==> src/rtl/fir_bus_sequencer.sv <==
// AHB-Lite master that drives the memory-mapped FIR peripheral: loads coefficient
// sets, pushes samples, polls status and hands back each result with its error flag.
module fir_bus_sequencer #(
    parameter int MAX_POLL = 255
) (
    input  logic        clk,
    input  logic        n_rst,
    input  logic        coeff_req,
    input  logic [15:0] coeff0,
    input  logic [15:0] coeff1,
    input  logic [15:0] coeff2,
    input  logic [15:0] coeff3,
    output logic        coeff_ready,
    output logic        coeff_done,
    input  logic        sample_valid,
    input  logic [15:0] sample_data,
    output logic        sample_ready,
    output logic        result_valid,
    output logic [15:0] result_data,
    output logic        result_err,
    output logic        bus_err,
    output logic        hsel,
    output logic [3:0]  haddr,
    output logic        hsize,
    output logic [1:0]  htrans,
    output logic        hwrite,
    output logic [15:0] hwdata,
    input  logic [15:0] hrdata,
    input  logic        hresp
);

    typedef enum logic [3:0] {
        IDLE, DONE,
        C_ADDR, C_DATA, CP_ADDR, CP_DATA,
        S_ADDR, S_DATA, S_SET1, S_SET2, SP_ADDR, SP_DATA, R_ADDR, R_DATA
    } state_t;

    state_t      state, state_nx;
    logic [2:0]  idx, idx_nx;
    logic [7:0]  poll_cnt, poll_nx;
    logic        err_pend, err_pend_nx;
    logic        rdy_q;
    logic [15:0] coef_q [4];
    logic [15:0] sample_q;

    logic        coeff_acc, sample_acc, poll_last, data_ph;
    logic        coeff_done_nx, result_valid_nx, bus_err_nx, result_ld;
    logic        hsel_nx, hsize_nx, hwrite_nx;
    logic [3:0]  haddr_nx;
    logic [15:0] hwdata_nx;

    // rdy_q is high exactly while the sequencer sits in IDLE; a pending
    // coefficient request masks the sample side so it always wins a tie.
    assign coeff_ready  = rdy_q;
    assign sample_ready = rdy_q & ~coeff_req;
    assign coeff_acc    = coeff_req & rdy_q;
    assign sample_acc   = sample_valid & sample_ready;
    assign poll_last    = ({1'b0, poll_cnt} + 9'd1) >= 9'(MAX_POLL);
    assign data_ph      = (state == C_DATA) || (state == CP_DATA) || (state == S_DATA) ||
                          (state == SP_DATA) || (state == R_DATA);

    always_comb begin
        state_nx        = state;
        idx_nx          = idx;
        poll_nx         = poll_cnt;
        err_pend_nx     = err_pend;
        coeff_done_nx   = 1'b0;
        result_valid_nx = 1'b0;
        bus_err_nx      = 1'b0;
        result_ld       = 1'b0;
        if (data_ph && hresp) begin
            bus_err_nx = 1'b1;
            state_nx   = DONE;
        end else begin
            case (state)
                IDLE: begin
                    if (coeff_acc) begin
                        idx_nx   = 3'd0;
                        state_nx = C_ADDR;
                    end else if (sample_acc) begin
                        state_nx = S_ADDR;
                    end
                end
                DONE:    state_nx = IDLE;
                C_ADDR:  state_nx = C_DATA;
                C_DATA: begin
                    if (idx == 3'd4) begin
                        poll_nx  = 8'd0;
                        state_nx = CP_ADDR;
                    end else begin
                        idx_nx   = idx + 3'd1;
                        state_nx = C_ADDR;
                    end
                end
                CP_ADDR: state_nx = CP_DATA;
                CP_DATA: begin
                    if (hrdata[7:0] == 8'h00) begin
                        coeff_done_nx = 1'b1;
                        state_nx      = DONE;
                    end else if (poll_last) begin
                        bus_err_nx = 1'b1;
                        state_nx   = DONE;
                    end else begin
                        poll_nx  = poll_cnt + 8'd1;
                        state_nx = CP_ADDR;
                    end
                end
                S_ADDR:  state_nx = S_DATA;
                S_DATA:  state_nx = S_SET1;
                S_SET1:  state_nx = S_SET2;
                S_SET2: begin
                    poll_nx  = 8'd0;
                    state_nx = SP_ADDR;
                end
                SP_ADDR: state_nx = SP_DATA;
                SP_DATA: begin
                    if (!hrdata[0]) begin
                        err_pend_nx = hrdata[8];
                        state_nx    = R_ADDR;
                    end else if (poll_last) begin
                        bus_err_nx = 1'b1;
                        state_nx   = DONE;
                    end else begin
                        poll_nx  = poll_cnt + 8'd1;
                        state_nx = SP_ADDR;
                    end
                end
                R_ADDR:  state_nx = R_DATA;
                R_DATA: begin
                    result_ld       = 1'b1;
                    result_valid_nx = 1'b1;
                    state_nx        = DONE;
                end
                default: state_nx = IDLE;
            endcase
        end
    end

    // Bus signals are decoded from the next state so they leave a register.
    always_comb begin
        hsel_nx   = 1'b0;
        haddr_nx  = 4'h0;
        hsize_nx  = 1'b0;
        hwrite_nx = 1'b0;
        hwdata_nx = 16'h0000;
        case (state_nx)
            C_ADDR: begin
                hsel_nx   = 1'b1;
                hwrite_nx = 1'b1;
                haddr_nx  = 4'h6 + {idx_nx, 1'b0};
                hsize_nx  = (idx_nx != 3'd4);
            end
            C_DATA:  hwdata_nx = (idx_nx == 3'd4) ? 16'h0001 : coef_q[idx_nx[1:0]];
            CP_ADDR: begin
                hsel_nx  = 1'b1;
                haddr_nx = 4'hE;
            end
            S_ADDR: begin
                hsel_nx   = 1'b1;
                hwrite_nx = 1'b1;
                haddr_nx  = 4'h4;
                hsize_nx  = 1'b1;
            end
            S_DATA:  hwdata_nx = sample_q;
            SP_ADDR: begin
                hsel_nx  = 1'b1;
                hsize_nx = 1'b1;
            end
            R_ADDR: begin
                hsel_nx  = 1'b1;
                haddr_nx = 4'h2;
                hsize_nx = 1'b1;
            end
            default: ;
        endcase
    end

    always_ff @(posedge clk or negedge n_rst) begin
        if (!n_rst) begin
            state        <= IDLE;
            idx          <= 3'd0;
            poll_cnt     <= 8'd0;
            err_pend     <= 1'b0;
            rdy_q        <= 1'b1;
            coeff_done   <= 1'b0;
            result_valid <= 1'b0;
            result_data  <= 16'h0000;
            result_err   <= 1'b0;
            bus_err      <= 1'b0;
            hsel         <= 1'b0;
            haddr        <= 4'h0;
            hsize        <= 1'b0;
            htrans       <= 2'b00;
            hwrite       <= 1'b0;
            hwdata       <= 16'h0000;
        end else begin
            state        <= state_nx;
            idx          <= idx_nx;
            poll_cnt     <= poll_nx;
            err_pend     <= err_pend_nx;
            rdy_q        <= (state_nx == IDLE);
            coeff_done   <= coeff_done_nx;
            result_valid <= result_valid_nx;
            bus_err      <= bus_err_nx;
            hsel         <= hsel_nx;
            haddr        <= haddr_nx;
            hsize        <= hsize_nx;
            htrans       <= {hsel_nx, 1'b0};
            hwrite       <= hwrite_nx;
            hwdata       <= hwdata_nx;
            if (result_ld) begin
                result_data <= hrdata;
                result_err  <= err_pend;
            end
        end
    end

    // Operand holding registers carry no reset; they are only read after a capture.
    always_ff @(posedge clk) begin
        if (coeff_acc) begin
            coef_q[0] <= coeff0;
            coef_q[1] <= coeff1;
            coef_q[2] <= coeff2;
            coef_q[3] <= coeff3;
        end
        if (sample_acc) sample_q <= sample_data;
    end

endmodule
==> config.mk <==
export PLATFORM = sky130hd
export DESIGN_NAME = fir_bus_sequencer
export DESIGN_NICKNAME = d
export VERILOG_FILES = /design/src/rtl/fir_bus_sequencer.sv
export SDC_FILE = /design/constraint.sdc
export NUM_CORES = 1
export LEC_CHECK = 0
export ABC_AREA = 1
export CAP_MARGIN = 10
export CORE_ASPECT_RATIO = 1.1
export CORE_UTILIZATION = 45
export DETAILED_ROUTE_END_ITERATION = 10
export GPL_TIMING_DRIVEN = 0
export MAX_ROUTING_LAYER = met4
export PLACE_DENSITY_LB_ADDON = 0.1
export RECOVER_POWER = 50
export SYNTH_ARGS = -nofsm -noshare
export SYNTH_HDL_FRONTEND = slang
export SYNTH_SLANG_ARGS = --single-unit
==> constraint.sdc <==
create_clock -name clk -period 3.1 [get_ports clk]
set_clock_uncertainty 0.15 [all_clocks]
set_input_delay 0.31 -clock clk [delete_from_list [all_inputs] [get_ports clk]]
set_output_delay 0.31 -clock clk [all_outputs]
set_load 0.02 [all_outputs]
==> impl_metrics.ini <==
[detailed_routing]
drt-total-wl_um = 13500
final_antenna_net_count = 0
viasPerCell = 4.71
drc_errors = 0
drt_iter0_markers = 261
vias = 4712
drt_pre_antenna_iters = 4
avgRoutedWirePerCell_um = 13.5

[sta]
rsz0062_at_grt = no
hold_viol_final = 0
max-slew-margin-rel_pct = 32.0
fin_crit_ps = 2920
slew_viol_final = 0
fin_ws_ps = 177
post-route-period-util_pct = 94.3
setup_viol = 0
fmax_ghz = 0.342
worst_pin_slew_ps = 1020
tns_ps = 0
whs_ps = 270

[clock_network]
clk_transition_reported_paths_ps = 60
root_buffer = clkbuf_16
cts_max_level = 4
clkSinkCount = 139
clock_latency_ps = 420
cts_max_path_buffers = 2
cts_tree = yes
cts-buffers-inserted = 17

[floorplanning]
fp.dieH_um = 125
rows = 44
initial_core_util_pct = 46.4
die_area_sq_mm = 0.0142
io_pins = 148
core_area_sq_mm = 0.0133
die_w_um = 114

[critical_path]
worstPathArrival_ps = 3140
cp.required_ps = 3310
cp_max_fo = 10
end_kind = flip-flop
rr_worst_depth = 15
crit_type = reg2reg
worstSetupStartpointType = flip-flop

[finish]
fin_nets = 911
mostFrequentLayoutCell = nand2_1
areaGrowthSynthToFinish_pct = 38.0
regArea_sq_mm = 0.00388
antenna_cells = 0
drive_above_1_share_pct = 8.57
final_cell_mix = 189 x nand2_1, 105 x inv_1, 89 x dlygate4sd3_1, 80 x edfxtp_1, 70 x nand3_1
n_fill_cell = 1082
multi_input_area_sq_mm = 0.00171
fin_cells = 1001

[power]
power_mw = 7.76
ir_drop_mv = 0.483
p_leak_nw = 3.90
power.density_mw_per_mm2 = 913

[yosys]
async_flop_share_pct = 42.4
synthDistinctLibCells = 36
synth-seq-cells = 139
ys_seq_area_share_pct = 63.0
synth-edff-count = 80
syn_area_sq_mm = 0.00616
syn_avg_cell_area_sq_um = 9.71
ys_warn_count = 0
synth_cells = 634
ys.flop_type = edfxtp_1

[placement]
place.gp.congestion = 0.843
dp_hpwl_um = 10100
io_buffers = 145
dp.cells = 966
dp_slack_ps = -66.5

[hold_path]
hold_class = in2reg
hold_depth = 3

[outcome]
status = finished clean

[job]
drv_cap = 0

[global_routing]
grt_pass1_vias = 4653
overflow = 0
grt_max_degree = 52
grt_use_total_pct = 21.2
antenna_found_initial = 0
grt_pass1_wl_um = 22200
-- sequential cells by signal (all words and copies together), names as in the netlist --
register / flops
poll_cnt: 8
hsize: 1
coef_q: 64
hwdata: 16
idx: 3
coeff_done: 1
hwrite: 1
err_pend: 1
result_err: 1
haddr: 3
coeff_ready: 1
result_valid: 1
htrans: 1
state: 4
bus_err: 1
sample_q: 16
result_data: 16
-- path summary, 6_finish.rpt --
check / start / endpoint / slack [ps]
min reg2reg: sample_q[2] / hwdata[2] / 300
min: hrdata[15] / result_data[15] / 270
min in group asynchronous: n_rst / poll_cnt[5] / 440
max: state[3] / hwdata[7] / 180
max reg2reg: state[3] / hwdata[7] / 180
max in group asynchronous: n_rst / state[3] / 790
-- metrics by stage --
step | utilization, % | area, sq um
3_3_place_gp | 59.1 | 7840
6_report | 64.0 | 8490
3_5_place_dp | 59.4 | 7880
5_1_grt | 64.0 | 8490
4_1_cts | 63.9 | 8480
2_1_floorplan | - | 6160
-- power breakdown --
| part | total [mW] | switching, mW | internal (mW) |
|---|---|---|---|
| logic | 3.17 | 1.91 | 1.27 |
| registers | 2.53 | 0.165 | 2.37 |
| clock network | 2.05 | 0.785 | 1.27 |
-- metal layers --
layer	wire (um)	share of wire (%)	global-route usage, %
met4	245	1.8	8.44
met5	0	0	-
met3	696	5.1	5.30
met1	5720	42	24.7
met2	6870	51	35.0
-- final cells by class --
cell class | instances | area share [%]
multi-input cells | 365 | 20.1
clock buffers | 18 | 5.05
plain buffers | 19 | 1.80
well taps | 184 | 2.71
flip-flops and latches | 139 | 45.7
inverters | 112 | 5.04
clock inverters | 14 | 1.97
repair buffers | 150 | 17.6
-- critical path: stages (launching register included) --
cell and delay (ps):
dfrtp_2 440, nand2_1 110, inv_2 60, nand2_1 120
nand4_4 230, nand2_4 170, nor2_8 50, o21ai_4 200
inv_2 120, buf_6 160, ha_1 190, ha_1 230
clkinvlp_4 170, clkbuf_4 230, nand3_1 130, nand2_1 90
-- Yosys cell counts (6+ instances only) --
| cell | n | area share (%) |
|---|---|---|
| nor3_1 | 6 | 0.49 |
| nand4_1 | 9 | 0.91 |
| inv_1 | 106 | 6.5 |
| o21ai_1 | 10 | 0.81 |
| edfxtp_1 | 80 | 39 |
| nand3_1 | 70 | 5.7 |
| ha_1 | 6 | 1.2 |
| a21oi_1 | 7 | 0.57 |
| dfrtp_1 | 58 | 24 |
| buf_6 | 8 | 1.5 |
| o21ai_0 | 14 | 1.1 |
| nand2_1 | 189 | 12 |
| nor2_1 | 28 | 1.7 |
-- what timing repair did --
action / CTS / global route
hold endpoints to repair: 18 / 0
hold buffers: 1 / 0
buffers inserted: 0 / 2
setup endpoints to repair: 0 / 10
gates resized for setup: 0 / 4
-- kinds of logic (layout without fill, tap and decap cells) --
group,after synthesis,count (layout),synth area share (%)
buffers and inverters,131,313,9.27
other,1,2,0.0609
XOR/XNOR,1,1,0.142
adder cells (fa/ha/maj),6,6,1.22
AO/OA/AOI/OAI,38,38,3.50
flip-flops,139,139,63.0
AND/OR/NAND/NOR,318,318,22.8
No activity file was read; power rests on OpenSTA's default activity.
